--- src/rtl/cnn_conv_engine.sv ---
// Streamed-frame 3x3 CNN engine: NUM_FILT filters, ReLU, global-sum pool, argmax.
// Optional CNN_BIAS_EN adds a per-filter bias preloaded into each position's accumulator.
module cnn_conv_engine #(
    parameter int IMG_W    = 8,
    parameter int IMG_H    = 8,
    parameter int DATA_W   = 8,
    parameter int WT_W     = 8,
    parameter int NUM_FILT = 4,
    parameter int ACC_W    = 32,
    parameter int OUT_W    = 32
) (
    input  logic                            clk,
    input  logic                            rst,
    input  logic                            enable,
    input  logic                            pix_valid,
    output logic                            pix_ready,
    input  logic [DATA_W-1:0]               pix_data,
    input  logic                            wt_we,
    input  logic [$clog2(NUM_FILT*10)-1:0]  wt_addr,
    input  logic signed [WT_W-1:0]          wt_data,
    output logic                            busy,
    output logic [OUT_W-1:0]                value,
    output logic [ACC_W-1:0]                max_score,
    output logic                            done
);
    localparam int NPIX  = IMG_W * IMG_H;
    localparam int PA_W  = $clog2(NPIX);
    localparam int NW    = NUM_FILT * 9;
    localparam int WI_W  = $clog2(NW);
    localparam int XW    = $clog2(IMG_W);
    localparam int YW    = $clog2(IMG_H);
    localparam int FW    = (NUM_FILT > 1) ? $clog2(NUM_FILT) : 1;
    localparam int PW    = DATA_W + WT_W + 1;
    localparam logic [ACC_W-1:0] POOL_MAX = {1'b0, {(ACC_W-1){1'b1}}};

    typedef enum logic [2:0] {
        S_IDLE, S_LOAD, S_CONV, S_POOL, S_CMP, S_DONE
    } state_t;

    state_t                   state_q;
    logic                     pix_ready_q, busy_q, done_q;
    logic [OUT_W-1:0]         value_q;
    logic [ACC_W-1:0]         max_q;
    logic [PA_W-1:0]          cnt_q;
    logic [XW-1:0]            ox_q;
    logic [YW-1:0]            oy_q;
    logic [1:0]               kx_q, ky_q;
    logic [FW-1:0]            filt_q, idx_q;
    logic signed [ACC_W-1:0]  acc_q;
    logic [ACC_W-1:0]         pool_q, best_q;

    logic [DATA_W-1:0]        fb_q [NPIX];
    logic signed [WT_W-1:0]   wts_q [NW];

    logic [PA_W-1:0]          rd_addr;
    logic [WI_W-1:0]          wi;
    logic signed [PW-1:0]     px_s, wt_s, prod;
    logic signed [ACC_W-1:0]  prod_x, acc_init, relu;
    logic [ACC_W:0]           psum;
    logic [ACC_W-1:0]         pool_d;
    logic                     first_tap, last_tap, last_pos, last_filt;

`ifdef CNN_BIAS_EN
    logic signed [WT_W-1:0]   bias_q [NUM_FILT];
    assign acc_init = {{(ACC_W-WT_W){bias_q[filt_q][WT_W-1]}}, bias_q[filt_q]};
`else
    assign acc_init = '0;
`endif

    always_comb begin
        rd_addr = PA_W'((int'(oy_q) + int'(ky_q)) * IMG_W + int'(ox_q) + int'(kx_q));
        wi      = WI_W'(int'(filt_q) * 9 + int'(ky_q) * 3 + int'(kx_q));
        // pixel is unsigned: zero-extend, weight sign-extend, then multiply
        px_s    = {{(PW-DATA_W){1'b0}}, fb_q[rd_addr]};
        wt_s    = {{(PW-WT_W){wts_q[wi][WT_W-1]}}, wts_q[wi]};
        prod    = px_s * wt_s;
        prod_x  = {{(ACC_W-PW){prod[PW-1]}}, prod};
        relu    = acc_q[ACC_W-1] ? '0 : acc_q;
        psum    = {1'b0, pool_q} + {1'b0, relu};
        pool_d  = (psum > {1'b0, POOL_MAX}) ? POOL_MAX : psum[ACC_W-1:0];
        first_tap = (kx_q == 2'd0) && (ky_q == 2'd0);
        last_tap  = (kx_q == 2'd2) && (ky_q == 2'd2);
        last_pos  = (ox_q == XW'(IMG_W-3)) && (oy_q == YW'(IMG_H-3));
        last_filt = (filt_q == FW'(NUM_FILT-1));
    end

    always_ff @(posedge clk) begin
        if (pix_ready_q && pix_valid) begin
            fb_q[cnt_q] <= pix_data;
        end
    end

    always_ff @(posedge clk) begin
        if (wt_we && !busy_q) begin
            if (int'(wt_addr) < NW) begin
                wts_q[WI_W'(wt_addr)] <= wt_data;
            end
`ifdef CNN_BIAS_EN
            else if (int'(wt_addr) < NUM_FILT*10) begin
                bias_q[FW'(int'(wt_addr) - NW)] <= wt_data;
            end
`endif
        end
    end

    always_ff @(posedge clk) begin
        if (!rst) begin
            state_q     <= S_IDLE;
            pix_ready_q <= 1'b0;
            busy_q      <= 1'b0;
            done_q      <= 1'b0;
            value_q     <= '0;
            max_q       <= '0;
            cnt_q       <= '0;
            ox_q        <= '0;
            oy_q        <= '0;
            kx_q        <= '0;
            ky_q        <= '0;
            filt_q      <= '0;
            idx_q       <= '0;
            acc_q       <= '0;
            pool_q      <= '0;
            best_q      <= '0;
        end else begin
            done_q <= 1'b0;
            unique case (state_q)
                S_IDLE: begin
                    if (enable) begin
                        state_q     <= S_LOAD;
                        pix_ready_q <= 1'b1;
                        busy_q      <= 1'b1;
                        cnt_q       <= '0;
                    end
                end
                S_LOAD: begin
                    if (pix_valid) begin
                        cnt_q <= cnt_q + 1'b1;
                        if (cnt_q == PA_W'(NPIX-1)) begin
                            state_q     <= S_CONV;
                            pix_ready_q <= 1'b0;
                            ox_q        <= '0;
                            oy_q        <= '0;
                            kx_q        <= '0;
                            ky_q        <= '0;
                            filt_q      <= '0;
                            pool_q      <= '0;
                        end
                    end
                end
                S_CONV: begin
                    acc_q <= (first_tap ? acc_init : acc_q) + prod_x;
                    if (kx_q == 2'd2) begin
                        kx_q <= '0;
                        ky_q <= (ky_q == 2'd2) ? 2'd0 : ky_q + 2'd1;
                    end else begin
                        kx_q <= kx_q + 2'd1;
                    end
                    if (last_tap) begin
                        state_q <= S_POOL;
                    end
                end
                S_POOL: begin
                    pool_q <= pool_d;
                    if (ox_q == XW'(IMG_W-3)) begin
                        ox_q <= '0;
                        oy_q <= (oy_q == YW'(IMG_H-3)) ? '0 : oy_q + 1'b1;
                    end else begin
                        ox_q <= ox_q + 1'b1;
                    end
                    state_q <= last_pos ? S_CMP : S_CONV;
                end
                S_CMP: begin
                    // strict compare keeps the lower index on ties
                    if (filt_q == '0 || pool_q > best_q) begin
                        best_q <= pool_q;
                        idx_q  <= filt_q;
                    end
                    pool_q <= '0;
                    if (last_filt) begin
                        state_q <= S_DONE;
                    end else begin
                        filt_q  <= filt_q + 1'b1;
                        state_q <= S_CONV;
                    end
                end
                S_DONE: begin
                    done_q  <= 1'b1;
                    value_q <= OUT_W'(idx_q);
                    max_q   <= best_q;
                    busy_q  <= 1'b0;
                    state_q <= S_IDLE;
                end
                default: state_q <= S_IDLE;
            endcase
        end
    end

    assign pix_ready = pix_ready_q;
    assign busy      = busy_q;
    assign done      = done_q;
    assign value     = value_q;
    assign max_score = max_q;
endmodule

--- config.mk ---
export PLATFORM = sky130hd
export DESIGN_NAME = cnn_conv_engine
export DESIGN_NICKNAME = d
export VERILOG_FILES = /design/src/rtl/cnn_conv_engine.sv
export SDC_FILE = /design/constraint.sdc
export NUM_CORES = 1
export LEC_CHECK = 0
export BUFFER_PORTS_ARGS = -buffer_cell sky130_fd_sc_hd__buf_4
export CAP_MARGIN = 40
export CELL_PAD_IN_SITES_DETAIL_PLACEMENT = 0
export CELL_PAD_IN_SITES_GLOBAL_PLACEMENT = 2
export CORE_UTILIZATION = 42
export CTS_CLUSTER_DIAMETER = 200
export DETAILED_ROUTE_END_ITERATION = 6
export HOLD_SLACK_MARGIN = 0.08
export PLACE_DENSITY = 0.85
export REMOVE_ABC_BUFFERS = 1
export SYNTH_ARGS = -nofsm -noshare
export SYNTH_HDL_FRONTEND = slang
export SYNTH_SLANG_ARGS = --single-unit
--- constraint.sdc ---
create_clock -name clk -period 8.5 [get_ports clk]
set_clock_uncertainty 0.1 [all_clocks]
set_input_delay 0.85 -clock clk [delete_from_list [all_inputs] [get_ports clk]]
set_output_delay 0.85 -clock clk [all_outputs]
set_load 0.01 [all_outputs]
==> metrics, run 1 <==
Core Footprint=slightly above 100000 um^2; die height=around 330 um; commonest non-fill, non-tap cells in the layout=sky130_fd_sc_hd__edfxtp_1 (800), sky130_fd_sc_hd__nand2_1 (305), sky130_fd_sc_hd__mux4_2 (248); clock sinks=956; violations in the final reports=negative setup slack; Final WS setup=-0.0780 ns; Peak Freq=117 MHz; post-detailed-route count of antenna-violating nets=0; Die W=326 um; flip-flop and latch count after synthesis=956; number of buffers between clock root and the deepest sink=3; synth unique cells=72; nature of the critical path endpoint=flip-flop; start-to-end type of the worst setup path=flip-flop to flip-flop; CTS tree=built; worst-case hold slack=0.349 ns; maximum vdd drop=0.421 mV; standard cell area after detailed placement=47100 um^2; commonest non-fill, non-tap cell in the layout=sky130_fd_sc_hd__edfxtp_1; number of CTS-inserted buffers=96; Yosys warning total=0; net switching component of the power=4.02 mW; Filler Cells Inserted=8582; maximum number of pins on one net before global-route repair=70; worst max-slew margin expressed relative to the limit=0.388; outcome=finished, violations left; sequential cell area in the final layout=27100 um^2; internal power=9.78 mW; clock transition at the registers of the reported paths=0.06 ns; path category of the worst min-delay check=flip-flop to flip-flop; DRC violations left=0; combinational power share=0.319; max-cap check violation count=0; cell area after layout=~51000 um^2; number of antenna repair diodes=0; routed wire length=between 100 and 150 mm; total half-perimeter wirelength after legalization and detailed placement=between 60 and 70 mm; Multi-input gate area=16200 um^2; count of placed standard cells including taps=4394; Avg Cell Area, Syn=15.0 um^2; deepest level of the CTS H-tree=3; critical path data required time=8.95 ns; site row count=118; post-synthesis instance total=2934; fraction of power spent switching nets=0.292; largest stage delay on the critical path=0.73 ns; utilization after layout=0.490; fraction of layout instances using a drive strength above 1=0.217; RSZ-0062 raised after global routing=true; Worst Setup Start Kind=flip-flop; IO Count=94; leakage power figure=between 15 and 20 nW; most repeated library cell on the critical path=sky130_fd_sc_hd__fa_1; final hold violations=0; crit path time final=about 8.6 ns; count of TritonRoute iterations in the first routing pass=6; worst-skew pair later-pin latency=0.67 ns; initial core utilization=0.425; clock network power share=0.307; total of buffers placed on input and output ports=63; Async S/R FF share, synth=0; total power per unit cell area=272 nW/um^2; number of flops mapped to enable cells by yosys=800; netlist area before placement=44100 um^2; total via count in the routed design=approximately 25000; count of placed standard cells in the final layout, fillers left out=about 4600; portion of total power attributed to sequential cells=0.374; Clk Tree Root Cell=sky130_fd_sc_hd__clkbuf_16; final count of pins violating max slew=0; transition time of the tightest slew-check pin=slightly above 0.9 ns; share of synthesized area occupied by flip-flops and latches=0.615; number of DRC markers after the initial detailed-route iteration=roughly 2100; final total negative setup slack=-0.178 ns; post-route fraction of the period consumed by the critical path=1.01; Total Nets Final=approximately 3400; full die area=106000 um^2; initial antenna violation count=3; routed len/inst=roughly 22 um; first-pass GRT wire length=155 mm; cell type of the slowest stage on the worst timing path=sky130_fd_sc_hd__fa_4; placer's final routability congestion estimate=0.848; dominant register cell in the synthesized netlist=sky130_fd_sc_hd__edfxtp_1; detailed-route vias per instance=around 5.5; arrival time of data at the critical path endpoint=between 9 and 10 ns; vias in the first global route=25600; Final setup violation count=5; GRT Resource Usage Total=0.190; P&R area growth vs syn=15.1%; peak fanout along the critical path=7; total global routing overflow=0
[cells in the mapped netlist (3+ instances only)]
cell type / n / area share
sky130_fd_sc_hd__o21ai_1: 9 / 0.0010
sky130_fd_sc_hd__nand4_1: 19 / 0.0027
sky130_fd_sc_hd__xnor2_1: 40 / 0.0079
sky130_fd_sc_hd__ha_1: 183 / 0.052
sky130_fd_sc_hd__a21o_1: 47 / 0.0080
sky130_fd_sc_hd__or4_1: 3 / 0.00051
sky130_fd_sc_hd__inv_1: 109 / 0.0093
sky130_fd_sc_hd__nor2b_1: 66 / 0.0094
sky130_fd_sc_hd__clkbuf_1: 79 / 0.0067
sky130_fd_sc_hd__buf_2: 35 / 0.0040
sky130_fd_sc_hd__fa_1: 59 / 0.027
sky130_fd_sc_hd__and2_1: 45 / 0.0064
sky130_fd_sc_hd__o21a_1: 10 / 0.0017
sky130_fd_sc_hd__mux2_2: 7 / 0.0018
sky130_fd_sc_hd__a211oi_1: 10 / 0.0017
sky130_fd_sc_hd__a22oi_1: 5 / 0.00085
sky130_fd_sc_hd__or3b_2: 3 / 0.00060
sky130_fd_sc_hd__and3_1: 10 / 0.0014
sky130_fd_sc_hd__a32o_1: 4 / 0.00091
sky130_fd_sc_hd__edfxtp_1: 800 / 0.54
sky130_fd_sc_hd__nand3_1: 44 / 0.0050
sky130_fd_sc_hd__mux4_2: 248 / 0.13
sky130_fd_sc_hd__nand2b_1: 18 / 0.0026
sky130_fd_sc_hd__o211ai_1: 5 / 0.00085
sky130_fd_sc_hd__o31ai_1: 4 / 0.00068
sky130_fd_sc_hd__nand2_1: 306 / 0.026
sky130_fd_sc_hd__o21ai_0: 70 / 0.0079
sky130_fd_sc_hd__buf_4: 37 / 0.0063
sky130_fd_sc_hd__nand3b_1: 8 / 0.0014
sky130_fd_sc_hd__o21bai_1: 7 / 0.0012
sky130_fd_sc_hd__or3_1: 8 / 0.0011
sky130_fd_sc_hd__a21oi_1: 150 / 0.017
sky130_fd_sc_hd__nor3b_1: 3 / 0.00051
sky130_fd_sc_hd__and4_1: 4 / 0.00079
sky130_fd_sc_hd__nor3_1: 10 / 0.0011
sky130_fd_sc_hd__dfxtp_1: 156 / 0.071
sky130_fd_sc_hd__a221oi_1: 3 / 0.00060
sky130_fd_sc_hd__a31oi_1: 8 / 0.0011
sky130_fd_sc_hd__mux2i_1: 54 / 0.012
sky130_fd_sc_hd__xor2_1: 23 / 0.0046
sky130_fd_sc_hd__o21ai_2: 4 / 0.00079
sky130_fd_sc_hd__buf_1: 5 / 0.00043
sky130_fd_sc_hd__nor2_1: 181 / 0.015
[registers in the layout, indices dropped and copies added, names as in the netlist]
| register | cells |
|---|---|
| oy_q | 3 |
| state_q | 3 |
| value | 2 |
| done | 1 |
| filt_q | 2 |
| cnt_q | 6 |
| pix_ready | 1 |
| idx_q | 2 |
| best_q | 32 |
| ky_q | 2 |
| kx_q | 2 |
| ox_q | 3 |
| busy | 1 |
| wts_q | 288 |
| acc_q | 32 |
| max_score | 32 |
| fb_q | 512 |
| pool_q | 32 |
[per-layer routing]
metal  track usage  up-vias  part of all wire
met5             0        -                 0
met4        0.0592        0             0.025
met3        0.0289      121             0.061
met2         0.313      800              0.49
met1         0.259    12700              0.43
li1              -    11400                 -
[power by group through the flow]
stage / Combinational (mW) / Sequential [mW] / Clock [mW]
after floorplan: 2.56 / 5.25 / 0
after global placement: 3.76 / 5.26 / 0
after detailed placement: 3.80 / 5.27 / 0
after CTS: 4.08 / 5.17 / 4.31
after global routing: 4.88 / 5.17 / 4.48
final: 4.40 / 5.17 / 4.24
[stage by stage]
| stage | power (mW) | worst slack, ns |
|---|---|---|
| after floorplan | 7.81 | -3.21 |
| after global placement | 9.02 | -0.479 |
| after detailed placement | 9.07 | -0.542 |
| after CTS | 13.6 | -0.0726 |
| after global routing | 14.5 | -0.309 |
| final | 13.8 | -0.0780 |
[cell type report]
class	instances	share of cell area
Tap cell	1380	0.0340
Clock inverter	50	0.0103
Timing Repair Buffer	228	0.0420
Clock buffer	123	0.0519
Multi-Input combinational cell	1739	0.320
Inverter	109	0.00805
Sequential cell	956	0.534
[critical path: cells and delay by family (launching register included)]
family / cells / cell delay [ns]
adders and majority gates: 9 / 4.33
AOI/OAI and AO/OA: 8 / 1.52
muxes: 4 / 1.25
buffers and inverters: 7 / 0.73
DFF: 1 / 0.33
xor gates and xnor gates: 1 / 0.14
and+or+nand+nor: 1 / 0.07
[logic make-up (layout without fill, tap and decap cells)]
| group | after synthesis | after routing | share of synthesized area |
|---|---|---|---|
| muxes | 310 | 310 | 0.141 |
| adders and majority gates | 242 | 242 | 0.0786 |
| AOI/OAI and AO/OA | 358 | 358 | 0.0489 |
| buffers and inverters | 268 | 510 | 0.0273 |
| xor gates and xnor gates | 64 | 64 | 0.0129 |
| other | 1 | 30 | 0.0000850 |
| DFF | 956 | 956 | 0.615 |
| and+or+nand+nor | 735 | 735 | 0.0760 |
[worst paths after layout]
path | endpoint | start | slack [ns] | depth (start not counted)
worst max-delay path | acc_q[31] | kx_q[1] | -0.08 | 30
worst min-delay path | max_score[18] | best_q[18] | 0.35 | 2
worst max register to register | acc_q[31] | kx_q[1] | -0.08 | 30
worst min register to register | max_score[18] | best_q[18] | 0.35 | 2
[what timing repair did]
item	in CTS	in global routing
pin swaps	15	23
gates resized for setup	36	30
buffers inserted	6	5
hold buffers	0	0
endpoints found under the setup margin	19	18
gates cloned	5	1
No activity file was read; power rests on OpenSTA's default activity.
==> inputs of run 2 (changes only) <==
Settings changed: PLACE_DENSITY 0.85 to not set, PLACE_DENSITY_LB_ADDON set to 0.1, TNS_END_PERCENT set to 1.
==> metrics, run 2 (synthesis gave the netlist of run 1 again) <==
Clk Tree Root Cell=sky130_fd_sc_hd__clkbuf_16; commonest non-fill, non-tap cell in the layout=sky130_fd_sc_hd__edfxtp_1; number of flip-flops in the largest register=512 (unchanged); total power per unit cell area=270 nW/um^2 (-0.51%); Die W=326 um (unchanged); clock sinks=956 (unchanged); routed len/inst=23.4 um (+6.5%); count of TritonRoute iterations in the first routing pass=5 (-1); post-place setup slack=-0.553 ns (-0.0106 ns); number of DRC markers after the initial detailed-route iteration=2069 (-1.7%); crit path time final=8.68 ns (+0.105 ns); final count of pins violating max slew=0 (unchanged); Hold Buf Count CTS=0 (unchanged); number of antenna repair diodes=0 (unchanged); nature of the critical path endpoint=flip-flop; site row count=118 (unchanged); routed wire length=108 mm (+7.3%); portion of total power attributed to sequential cells=0.376 (+0.002); DRC violations left=0 (unchanged); register bank with the most flops=fb_q; Final setup violation count=10 (+5); arrival time of data at the critical path endpoint=9.15 ns (+0.12 ns); peak fanout along the critical path=11 (+4); net switching component of the power=4.04 mW (+0.28%); maximum vdd drop=0.256 mV (-39%); initial antenna violation count=1 (-2); utilization after layout=0.491 (+0.00104); Final WS setup=-0.183 ns (-0.105 ns); cell depth of the worst flop-to-flop path=27 (-10%); worst-skew pair later-pin latency=0.71 ns (+0.04 ns); path category of the worst min-delay check=flip-flop to flip-flop; total global routing overflow=0 (unchanged); total of buffers placed on input and output ports=63 (unchanged); Worst Setup Start Kind=flip-flop; initial core utilization=0.425 (unchanged); Worst Setup EP=acc_q[31]; worst max-slew margin expressed relative to the limit=0.389 (+0.00135); P&R area growth vs syn=15.4%; Top Registers=fb_q x512, wts_q x288; combinational power share=0.299 (-0.020); IO Count=94 (unchanged); deepest level of the CTS H-tree=3 (unchanged); Core Footprint=104000 um^2 (unchanged); fraction of layout instances using a drive strength above 1=0.215 (-0.00141); clock network power share=0.325 (+0.018); RSZ-0062 raised after global routing=true; start-to-end type of the worst setup path=flip-flop to flip-flop; Peak Freq=115 MHz (-1.2%); CTS tree=built; final hold violations=0 (unchanged); total via count in the routed design=25100 (+0.11%); final total negative setup slack=-0.941 ns (-0.762 ns); die height=326 um (unchanged); critical register-to-register path startpoint=kx_q[1]; violations in the final reports=negative setup slack; Worst R2R End=acc_q[31]; post-route fraction of the period consumed by the critical path=1.02 (+0.0123); leakage power figure=18.1 nW (+0.59%); GRT Resource Usage Total=0.206 (+0.0159); commonest non-fill, non-tap cells in the layout=sky130_fd_sc_hd__edfxtp_1 (800), sky130_fd_sc_hd__nand2_1 (306), sky130_fd_sc_hd__mux4_2 (248); total half-perimeter wirelength after legalization and detailed placement=73.6 mm (+7.1%); placer's final routability congestion estimate=0.827 (-2.5%); first-pass GRT wire length=165 mm (+6.4%); clock transition at the registers of the reported paths=0.06 ns (about the same); critical path data required time=8.96 ns (about the same); outcome=finished, violations left; detailed-route vias per instance=5.43 (-0.65%); max-cap check violation count=0 (unchanged); number of buffers between clock root and the deepest sink=3 (unchanged); internal power=9.73 mW (-0.53%); setup slack of the worst register-to-register path=-0.18 ns (-0.10 ns); fraction of power spent switching nets=0.293 (+0.00169); transition time of the tightest slew-check pin=0.913 ns (-0.00120 ns); Filler Cells Inserted=8794 (+2.5%); maximum number of pins on one net before global-route repair=65 (-7.1%); post-detailed-route count of antenna-violating nets=0 (unchanged); full die area=106000 um^2 (unchanged); vias in the first global route=25900 (+1.3%); Worst setup startpoint=kx_q[1]; number of CTS-inserted buffers=101 (+5.2%); Total Nets Final=3421 (+0.65%)
-- run 2: changes by cell type in the layout (fill, tap and decap cells not counted), sizes merged --
cell / previous run / this run
clkinv: 34 / 41
bufbuf: 0 / 3
bufinv: 8 / 10
clkinvlp: 6 / 10
inv: 111 / 114
clkbuf: 124 / 125
buf: 227 / 242
-- run 2: how the worst min path moves through the flow --
stage,start,to,slack (ns),depth (start not counted)
floorplan,idx_q[0],value[0],0.33,2
global placement,max_score[4],max_score[4],0.34,2
detailed placement,max_score[18],max_score[18],0.35,2
CTS,max_score[18],max_score[18],0.36,2
global route,max_score[10],max_score[10],0.37,2
finish,max_score[18],max_score[18],0.35,2
-- run 2: per-stage QoR --
| step | instance area (um^2) | hold slack (ns) | power, mW | cells |
|---|---|---|---|---|
| after floorplan | 43400 | 0.332 | 7.81 | 2804 |
| after global placement | 47100 | 0.345 | 9.24 | 4395 |
| after detailed placement | 47200 | 0.347 | 9.25 | 4413 |
| after CTS | 50800 | 0.356 | 13.9 | 4613 |
| after global routing | 50900 | 0.372 | 14.5 | 4620 |
| final | 50900 | 0.354 | 13.8 | 4620 |
-- run 2: power groups by stage --
stage / combinational, mW / sequential [mW] / clock (mW)
after CTS: 4.16 / 5.17 / 4.58
final: 4.12 / 5.17 / 4.47
after global routing: 4.60 / 5.18 / 4.76
after floorplan: 2.56 / 5.25 / 0
after detailed placement: 3.98 / 5.27 / 0
after global placement: 3.97 / 5.27 / 0
-- run 2: cell type report --
class,count,area (um^2),share of cell area
flip-flops and latches,956,27100,0.533
multi-input cells,1739,16100,0.316
repair buffers,245,2180,0.0427
inverters,109,410,0.00806
well taps,1380,1730,0.0339
clock buffers,125,2690,0.0528
clock inverters,66,687,0.0135
-- run 2: repair_timing --
item,in CTS,in global routing
gates resized for setup,19,9
endpoints found under the setup margin,18,20
gates cloned,3,0
hold endpoints to repair,0,0
buffers inserted,6,2
pin swaps,9,6
-- run 2: critical path, cell delays in order, from the launching register on --
cell	delay, ns
sky130_fd_sc_hd__dfxtp_1	0.33
sky130_fd_sc_hd__fa_1	0.48
sky130_fd_sc_hd__inv_1	0.08
sky130_fd_sc_hd__fa_4	0.24
sky130_fd_sc_hd__inv_2	0.04
sky130_fd_sc_hd__fa_4	0.94
sky130_fd_sc_hd__buf_12	0.16
sky130_fd_sc_hd__buf_12	0.15
sky130_fd_sc_hd__mux4_2	0.51
sky130_fd_sc_hd__mux4_2	0.57
sky130_fd_sc_hd__mux2i_2	0.21
sky130_fd_sc_hd__o21ai_1	0.11
sky130_fd_sc_hd__nor2b_1	0.17
sky130_fd_sc_hd__fa_1	0.57
sky130_fd_sc_hd__fa_1	0.46
sky130_fd_sc_hd__fa_1	0.57
sky130_fd_sc_hd__fa_1	0.43
sky130_fd_sc_hd__fa_1	0.55
sky130_fd_sc_hd__ha_4	0.22
sky130_fd_sc_hd__a21oi_2	0.14
sky130_fd_sc_hd__o211ai_1	0.12
sky130_fd_sc_hd__a221oi_2	0.33
sky130_fd_sc_hd__a21oi_2	0.15
sky130_fd_sc_hd__a21o_1	0.20
sky130_fd_sc_hd__a221o_1	0.33
sky130_fd_sc_hd__a31oi_1	0.18
sky130_fd_sc_hd__xnor2_1	0.14
sky130_fd_sc_hd__o21ai_1	0.07
-- run 2: per-layer routing --
layer  global-route usage  up-vias  wire [um]
met3               0.0326      148       5500
met5                    0        -         13
met1                0.294    12800      49100
li1                     -    11500          -
met2                0.325      611      50900
met4               0.0598        2       2440
